## src/rtl/core_pkg.sv

```systemverilog
// Shared types for the fetch predictor: 2-bit branch counter and BTB entry layout.
package core_pkg;

  typedef logic [1:0] ctr_t;

  localparam ctr_t SNT = 2'd0;
  localparam ctr_t WNT = 2'd1;
  localparam ctr_t WT  = 2'd2;
  localparam ctr_t ST  = 2'd3;

  // Entry fields are sized for the widest supported word; narrower words zero-extend.
  localparam int MaxWord = 64;

  typedef struct packed {
    logic               valid;
    logic [MaxWord-1:0] tag;
    logic [MaxWord-1:0] target;
    ctr_t               ctr;
  } btb_entry_t;

  function automatic ctr_t ctr_update(input ctr_t ctr, input logic taken);
    ctr_t res;
    if (taken) begin
      res = (ctr == ST) ? ST : ctr + 2'd1;
    end else begin
      res = (ctr == SNT) ? SNT : ctr - 2'd1;
    end
    return res;
  endfunction

endpackage

```

## src/rtl/Btb_Table.sv

```systemverilog
// Direct-mapped branch target buffer: combinational lookup port plus one
// registered update port for resolved conditional branches.
module Btb_Table
  import core_pkg::*;
#(
  parameter int WordSize = 32,
  parameter int Entries  = 8
) (
  input  logic                clk_i,
  input  logic                rst_i,
  input  logic [WordSize-1:0] lkp_pc_i,
  output logic                lkp_hit_o,
  output logic [1:0]          lkp_ctr_o,
  output logic [WordSize-1:0] lkp_target_o,
  input  logic                upd_valid_i,
  input  logic [WordSize-1:0] upd_pc_i,
  input  logic [WordSize-1:0] upd_target_i,
  input  logic                upd_taken_i
);

  localparam int IdxW = $clog2(Entries);
  localparam int TagW = WordSize - IdxW - 2;

  btb_entry_t btb_q [Entries];

  logic [IdxW-1:0] lkp_idx_s;
  logic [IdxW-1:0] upd_idx_s;
  logic [TagW-1:0] lkp_tag_s;
  logic [TagW-1:0] upd_tag_s;
  btb_entry_t      upd_entry_s;
  btb_entry_t      upd_entry_d;
  logic            upd_hit_s;
  logic            upd_we_s;
  logic            unused_ok_s;

  assign lkp_idx_s   = lkp_pc_i[IdxW+1:2];
  assign lkp_tag_s   = lkp_pc_i[WordSize-1:IdxW+2];
  assign upd_idx_s   = upd_pc_i[IdxW+1:2];
  assign upd_tag_s   = upd_pc_i[WordSize-1:IdxW+2];
  assign unused_ok_s = ^{lkp_pc_i[1:0], upd_pc_i[1:0]};

  assign lkp_hit_o    = btb_q[lkp_idx_s].valid && (btb_q[lkp_idx_s].tag == MaxWord'(lkp_tag_s));
  assign lkp_ctr_o    = btb_q[lkp_idx_s].ctr;
  assign lkp_target_o = btb_q[lkp_idx_s].target[WordSize-1:0];

  assign upd_entry_s = btb_q[upd_idx_s];
  assign upd_hit_s   = upd_entry_s.valid && (upd_entry_s.tag == MaxWord'(upd_tag_s));

  // A taken miss allocates (evicting any alias); a not-taken miss leaves the table alone.
  always_comb begin
    upd_we_s    = 1'b0;
    upd_entry_d = upd_entry_s;
    if (upd_valid_i) begin
      if (upd_hit_s) begin
        upd_we_s        = 1'b1;
        upd_entry_d.ctr = ctr_update(upd_entry_s.ctr, upd_taken_i);
        if (upd_taken_i) begin
          upd_entry_d.target = MaxWord'(upd_target_i);
        end else begin
          upd_entry_d.target = upd_entry_s.target;
        end
      end else if (upd_taken_i) begin
        upd_we_s    = 1'b1;
        upd_entry_d = '{valid: 1'b1, tag: MaxWord'(upd_tag_s),
                        target: MaxWord'(upd_target_i), ctr: WT};
      end else begin
        upd_we_s = 1'b0;
      end
    end else begin
      upd_we_s = 1'b0;
    end
  end

  always_ff @(posedge clk_i) begin
    if (rst_i) begin
      for (int i = 0; i < Entries; i++) begin
        btb_q[i] <= '{valid: 1'b0, tag: '0, target: '0, ctr: WNT};
      end
    end else if (upd_we_s) begin
      btb_q[upd_idx_s] <= upd_entry_d;
    end
  end

endmodule

```

## src/rtl/fetch_predictor.sv

```systemverilog
// Fetch PC register with BTB-driven next-PC selection; redirects from the
// branch controller override stalls, and BTB training runs every cycle.
module fetch_predictor
  import core_pkg::*;
#(
  parameter int                  WordSize    = 32,
  parameter int                  Entries     = 8,
  parameter logic [WordSize-1:0] ResetVector = '0
) (
  input  logic                clk,
  input  logic                rst,
  input  logic                stall,
  input  logic                flush,
  input  logic [WordSize-1:0] flush_pc,
  input  logic                upd_valid,
  input  logic [WordSize-1:0] upd_pc,
  input  logic [WordSize-1:0] upd_target,
  input  logic                upd_taken,
  output logic [WordSize-1:0] pc,
  output logic                pred_taken,
  output logic [WordSize-1:0] pred_pc,
  output logic [WordSize-1:0] pred_adder
);

  logic [WordSize-1:0] pc_q;
  logic [WordSize-1:0] pc_d;
  logic                hit_s;
  logic [1:0]          ctr_s;
  logic [WordSize-1:0] target_s;

  Btb_Table #(
    .WordSize (WordSize),
    .Entries  (Entries)
  ) u_btb (
    .clk_i        (clk),
    .rst_i        (rst),
    .lkp_pc_i     (pc_q),
    .lkp_hit_o    (hit_s),
    .lkp_ctr_o    (ctr_s),
    .lkp_target_o (target_s),
    .upd_valid_i  (upd_valid),
    .upd_pc_i     (upd_pc),
    .upd_target_i (upd_target),
    .upd_taken_i  (upd_taken)
  );

  assign pc         = pc_q;
  assign pred_adder = pc_q + WordSize'(4);
  assign pred_taken = hit_s & ctr_s[1];
  assign pred_pc    = pred_taken ? target_s : pred_adder;

  // Next fetch address: redirect beats stall, stall beats prediction.
  always_comb begin
    pc_d = pred_pc;
    if (flush) begin
      pc_d = flush_pc;
    end else if (stall) begin
      pc_d = pc_q;
    end else begin
      pc_d = pred_pc;
    end
  end

  always_ff @(posedge clk) begin
    if (rst) begin
      pc_q <= ResetVector;
    end else begin
      pc_q <= pc_d;
    end
  end

endmodule

```

## config.mk

```make
export PLATFORM = sky130hd
export DESIGN_NAME = fetch_predictor
export DESIGN_NICKNAME = d
export VERILOG_FILES = /design/src/rtl/core_pkg.sv /design/src/rtl/Btb_Table.sv /design/src/rtl/fetch_predictor.sv
export SDC_FILE = /design/constraint.sdc
export NUM_CORES = 1
export LEC_CHECK = 0
export ABC_AREA = 0
export BUFFER_PORTS_ARGS = -buffer_cell sky130_fd_sc_hd__buf_2
export CAP_MARGIN = 20
export CORE_UTILIZATION = 30
export CTS_BUF_LIST = sky130_fd_sc_hd__clkbuf_8
export DETAILED_ROUTE_END_ITERATION = 8
export HOLD_SLACK_MARGIN = 0.02
export PLACE_DENSITY_LB_ADDON = 0.15
export SYNTH_ARGS = -nofsm -noshare
export SYNTH_HDL_FRONTEND = slang
export SYNTH_HIERARCHICAL = 1
export SYNTH_SLANG_ARGS = --single-unit
export TNS_END_PERCENT = 10
```

## constraint.sdc

```tcl
create_clock -name clk -period 10.4 [get_ports clk]
set_input_delay 0.52 -clock clk [delete_from_list [all_inputs] [get_ports clk]]
set_output_delay 0.52 -clock clk [all_outputs]
set_load 0.02 [all_outputs]
```

# ---- Yosys cells after proc, flatten, opt, wreduce, memory -nomap -nowiden
# Memory sizes are Yosys's and may differ from the RTL's. A register that Yosys moved wholly into a read port is not among the register bits.
# Cells that the tools add are included.
dict set report word_totals {
  in_bits 102
  memories 1
  ram_bits 1048
  out_inout_bits 97
  reg_bits 32
  wordCells 38
}
dict set report classes {
  muxes 24
  n_eq_ne 4
  reduce_logical 4
  addsub 3
  bitwise_logic 1
}
# name depth width rd rd_ports_with_merged_regs write_ports line_no
set mem_list {}
lappend mem_list {u_btb.btb_q 8 131 2 1 8 Btb_Table.sv:24} ;# btb_entry_t btb_q [Entries];
# cell count
set op_table {}
lappend op_table {{131-bit 2-to-1 mux} 3}
lappend op_table {{131-bit OR reduction} 1}
lappend op_table {{64-bit by 27-bit equality test with 1-bit output} 2}
lappend op_table {{32-bit 2-to-1 mux} 3}
lappend op_table {{66-bit 2-to-1 mux} 1}
lappend op_table {{65-bit 2-to-1 mux} 1}
lappend op_table {{64-bit 2-to-1 mux} 1}
lappend op_table {{32-bit by 3-bit adder with 32-bit output (second input constant)} 1}
lappend op_table {{1-bit 2-to-1 mux} 9}
lappend op_table {{3-bit 2-to-1 mux} 3}
lappend op_table {{2-bit 2-to-1 mux} 3}
lappend op_table {{2-bit by 1-bit adder with 2-bit output (second input constant)} 1}
lappend op_table {{2-bit equality test (second input constant)} 1}
lappend op_table {{1-bit logical AND} 2}
lappend op_table {{2-bit logical NOT} 1}
lappend op_table {{2-bit by 1-bit inequality test with 1-bit output (second input constant)} 1}
lappend op_table {{2-bit by 1-bit subtractor with 2-bit output (second input constant)} 1}
lappend op_table {{1-bit bitwise AND} 1}

# ---- Longest topological paths before layout
# An unclocked memory read counts as a cell.
dict set report depth {
  depth_word 10
  depth_mapped 18
  ltp_nobuf 15
}

# ---- Cells and area by module
# The synthesis kept the hierarchy.
# mod n_inst cells_per_inst seq_area_each_um2 area_per_inst_um2
set by_module_without_submodules {}
lappend by_module_without_submodules {Btb_Table 1 2624 23782.8 37739.9}
lappend by_module_without_submodules {fetch_predictor 1 405 640.6 2950.3}

# ---- Least setup slack after synthesis
# No wires, ideal clock.
dict set report synth_path {
  kind {input to register}
  start {in upd_pc[4]}
  end {mem u_btb/btb_q[0][0] (netlist name), enable pin}
  slack_ns 4.424
  t_required_ns 9.925
  path_buffers 6
  cell_stages 15
  arrival_time_ns 5.501
  path_cell_list {buf_2 > buf_2 > buf_2 > buf_2 > buf_2 > nand2_1 > mux4_2 > o21ai_0 > xnor2_1 > o2111ai_1 > nor4_1 > nor3b_1 > buf_4 > o21ai_2 > nand2b_1}
}
# item line_no
set synth_lines {}
lappend synth_lines {{start, declared} fetch_predictor.sv:16} ;# input logic [WordSize-1:0] upd_pc,
lappend synth_lines {{end, declared} Btb_Table.sv:24}

# ---- Final worst setup path
dict set report layout_path {
  start {reg pc_q[2], in the netlist pc[2]}
  end {out pred_pc[3]}
}
dict set report layout_via {
  elab_chain_len 2
}
# item line_no
set layout_lines {}
lappend layout_lines {{start, declared} fetch_predictor.sv:25} ;# logic [WordSize-1:0] pc_q;
lappend layout_lines {{start signal, assigned} fetch_predictor.sv:66} ;# pc_q <= ResetVector;
lappend layout_lines {{start signal, assigned} fetch_predictor.sv:68} ;# pc_q <= pc_d;
lappend layout_lines {{32-bit by 3-bit adder with 32-bit output} fetch_predictor.sv:48} ;# assign pred_adder = pc_q + WordSize'(4);
lappend layout_lines {{32-bit 2-to-1 mux} fetch_predictor.sv:50} ;# assign pred_pc = pred_taken ? target_s : pred_adder;
lappend layout_lines {{end, declared} fetch_predictor.sv:21} ;# output logic [WordSize-1:0] pred_pc,
# No other way between the ends.

==> flow_metrics.tcl <==
set metrics [dict create \
    drt-pass1-iter-count 6 \
    critPathMaxStageDelay_ns 0.85 \
    skew_ns 0.0497 \
    die_x_um 370 \
    clockPowerShare 0.368 \
    grt_start_max_net_pins 91 \
    fmax_mhz 147 \
    start_util 0.303 \
    rows 134 \
    final_cell_mix "792 x edfxtp_1, 404 x nor2_1, 296 x conb_1" \
    startpoint_type "flip-flop" \
    antenna_found_initial 5 \
    p_switching_uw 2240 \
    critPathTopFamily "simple AND/OR/NAND/NOR gates" \
    io_pins 199 \
    max_cap_violations 0 \
    crit_type "flip-flop to output pin" \
    grt_pass1_vias 28400 \
    syn_area_per_cell_um2 13.4 \
    worstMarginPinSlew_ns 1.25 \
    antenna_left 0 \
    area_delta_synth_final_pct 17.4 \
    cts-htree-levels 4 \
    finalInstanceArea_um2 47700 \
    worst-path-max-fanout 66 \
    vdd_ir_drop_max_v 0.000102 \
    wire_per_inst_um 28.0 \
    cts_tree "built" \
    power_frac_seq 0.506 \
    clk_pin_slew_worst_paths_ns 0.06 \
    synth_area_um2 40600 \
    cts.sinks 824 \
    viasPerCell 5.28 \
    fp.dieH_um 370 \
    period_minus_slack_ns 6.78 \
    end_kind "output pin" \
    run_status "completed" \
    internal_power_uw 5630 \
    comb_power_share 0.127 \
    crit_chain "buf_12, nor4b_1, nand2_1, nor4_1, a31oi_1, nor3_1, o21ai_0, a32oi_1, a21oi_1, nor4_1, nand2_2, buf_4, clkinv_1, buf_4, mux2_2, buf_2" \
    multi_input_area_um2 16200 \
    regArea_um2 24400 \
    worstPathBufferInverterCount 5 \
    num-fill-cells 13100 \
    cts-buffers-inserted 153 \
    drc 0 \
    fin_setup_tns_ns 0 \
    arrival_ns 6.26 \
    gp_congestion 0.850 \
    wl_um 152000 \
    postPlaceCellArea_um2 44700 \
    slowest_stage "dfxtp_4" \
    nNetsFinal 3651 \
    p_leak_uw 0.0170 \
    grt_pass1_wl_um 215000 \
    hold_viol 0 \
    slew_viol_final 0 \
    grt_usage 0.220 \
    yosys_warnings 6 \
    grt_setup_unrepaired "false" \
    syn-instance-count 3026 \
    root_buffer "clkbuf_8" \
    netSwitchingFraction 0.285 \
    setup_viol 0 \
    clockBufferDepth 3 \
    num_vias 28700 \
    drive_gt1_frac 0.220 \
    dp_hpwl_um 95400 \
    powerDensity_nw_per_um2 165 \
    core_area_um2 134000 \
    cp_data_required_time_ns 9.88 \
    grt-ovfl-total 0 \
    layout_worst_path_cycle_share 0.652 \
    dieArea_um2 137000 \
    layout_commonest_cell "edfxtp_1" \
    max_slew_margin 0.166 \
    clock_latency_ns 0.88 \
    io_buffers 196 \
    hp-class "primary input to flip-flop" \
    initialDrtViolationCount 2872 \
]
[final timing paths]
path,startpoint,end,slack (ns),depth (start not counted)
worst max-delay path,pc[2],pred_pc[3],3.62,16
worst min-delay path,flush_pc[24],pc[24],0.13,5
worst max register to register,pc[2],pc[2],4.59,18
worst min register to register,pc[29],pc[29],0.65,2
[per-stage QoR]
step                setup slack (ns)  instances  power (µW)  hold WS, ns  utilization
floorplan                       4.42       3321        4610        0.649            -
global placement                3.66       5129        5040        0.609        0.333
detailed placement              3.66       5130        5040        0.612        0.333
CTS                             3.48       5432        7980       0.0315        0.356
global route                    3.13       5436        8180        0.129        0.356
finish                          3.62       5437        7880        0.130        0.356
[sequential cells by signal, indices dropped and copies added (netlist names)]
signal       count
u_btb/btb_q    792
pc              32
[cell type report]
class	instances	share of cell area
Clock buffer	156	0.0450
Timing Repair Buffer	300	0.0401
Antenna cell	5	0.000262
Clock inverter	115	0.0119
Inverter	44	0.00346
Sequential cell	824	0.512
Tap cell	1768	0.0464
Multi-Input combinational cell	2225	0.341
[power groups by stage]
stage                     logic [µW]  registers, µW  clock network (µW)
final                            997           3980                2900
after global routing            1050           4000                3120
after CTS                        998           3980                3000
after detailed placement         986           4050                   0
after global placement           987           4050                   0
after floorplan                  607           4000                   0
[routing by layer]
layer	part of all wire	vias to the layer above	GRT usage
met5	0.000085	-	0
met2	0.48	1205	0.365
met3	0.067	192	0.0411
li1	-	12600	-
met4	0.022	2	0.0586
met1	0.43	14700	0.294
[worst reg2reg max path: stages, from the launching register on]
cell and delay (ns):
dfxtp_4 0.85, buf_12 0.56, nor4b_1 0.45, nand2_1 0.11, nor4_1 0.32, a31oi_1 0.08
nor3_1 0.19, o21ai_0 0.20, a32oi_1 0.41, a21oi_1 0.34, nor4_1 0.49, nand2_2 0.08
buf_4 0.32, clkinv_1 0.12, buf_4 0.32, mux2_2 0.39, mux2_2 0.26, mux2i_1 0.13
nor2_1 0.05
[repair_timing]
item,CTS,global route
endpoints found under the hold margin,31,0
hold buffers,31,0
buffers inserted,0,0
resized for setup,0,0
(Power assumes the default switching activity.)
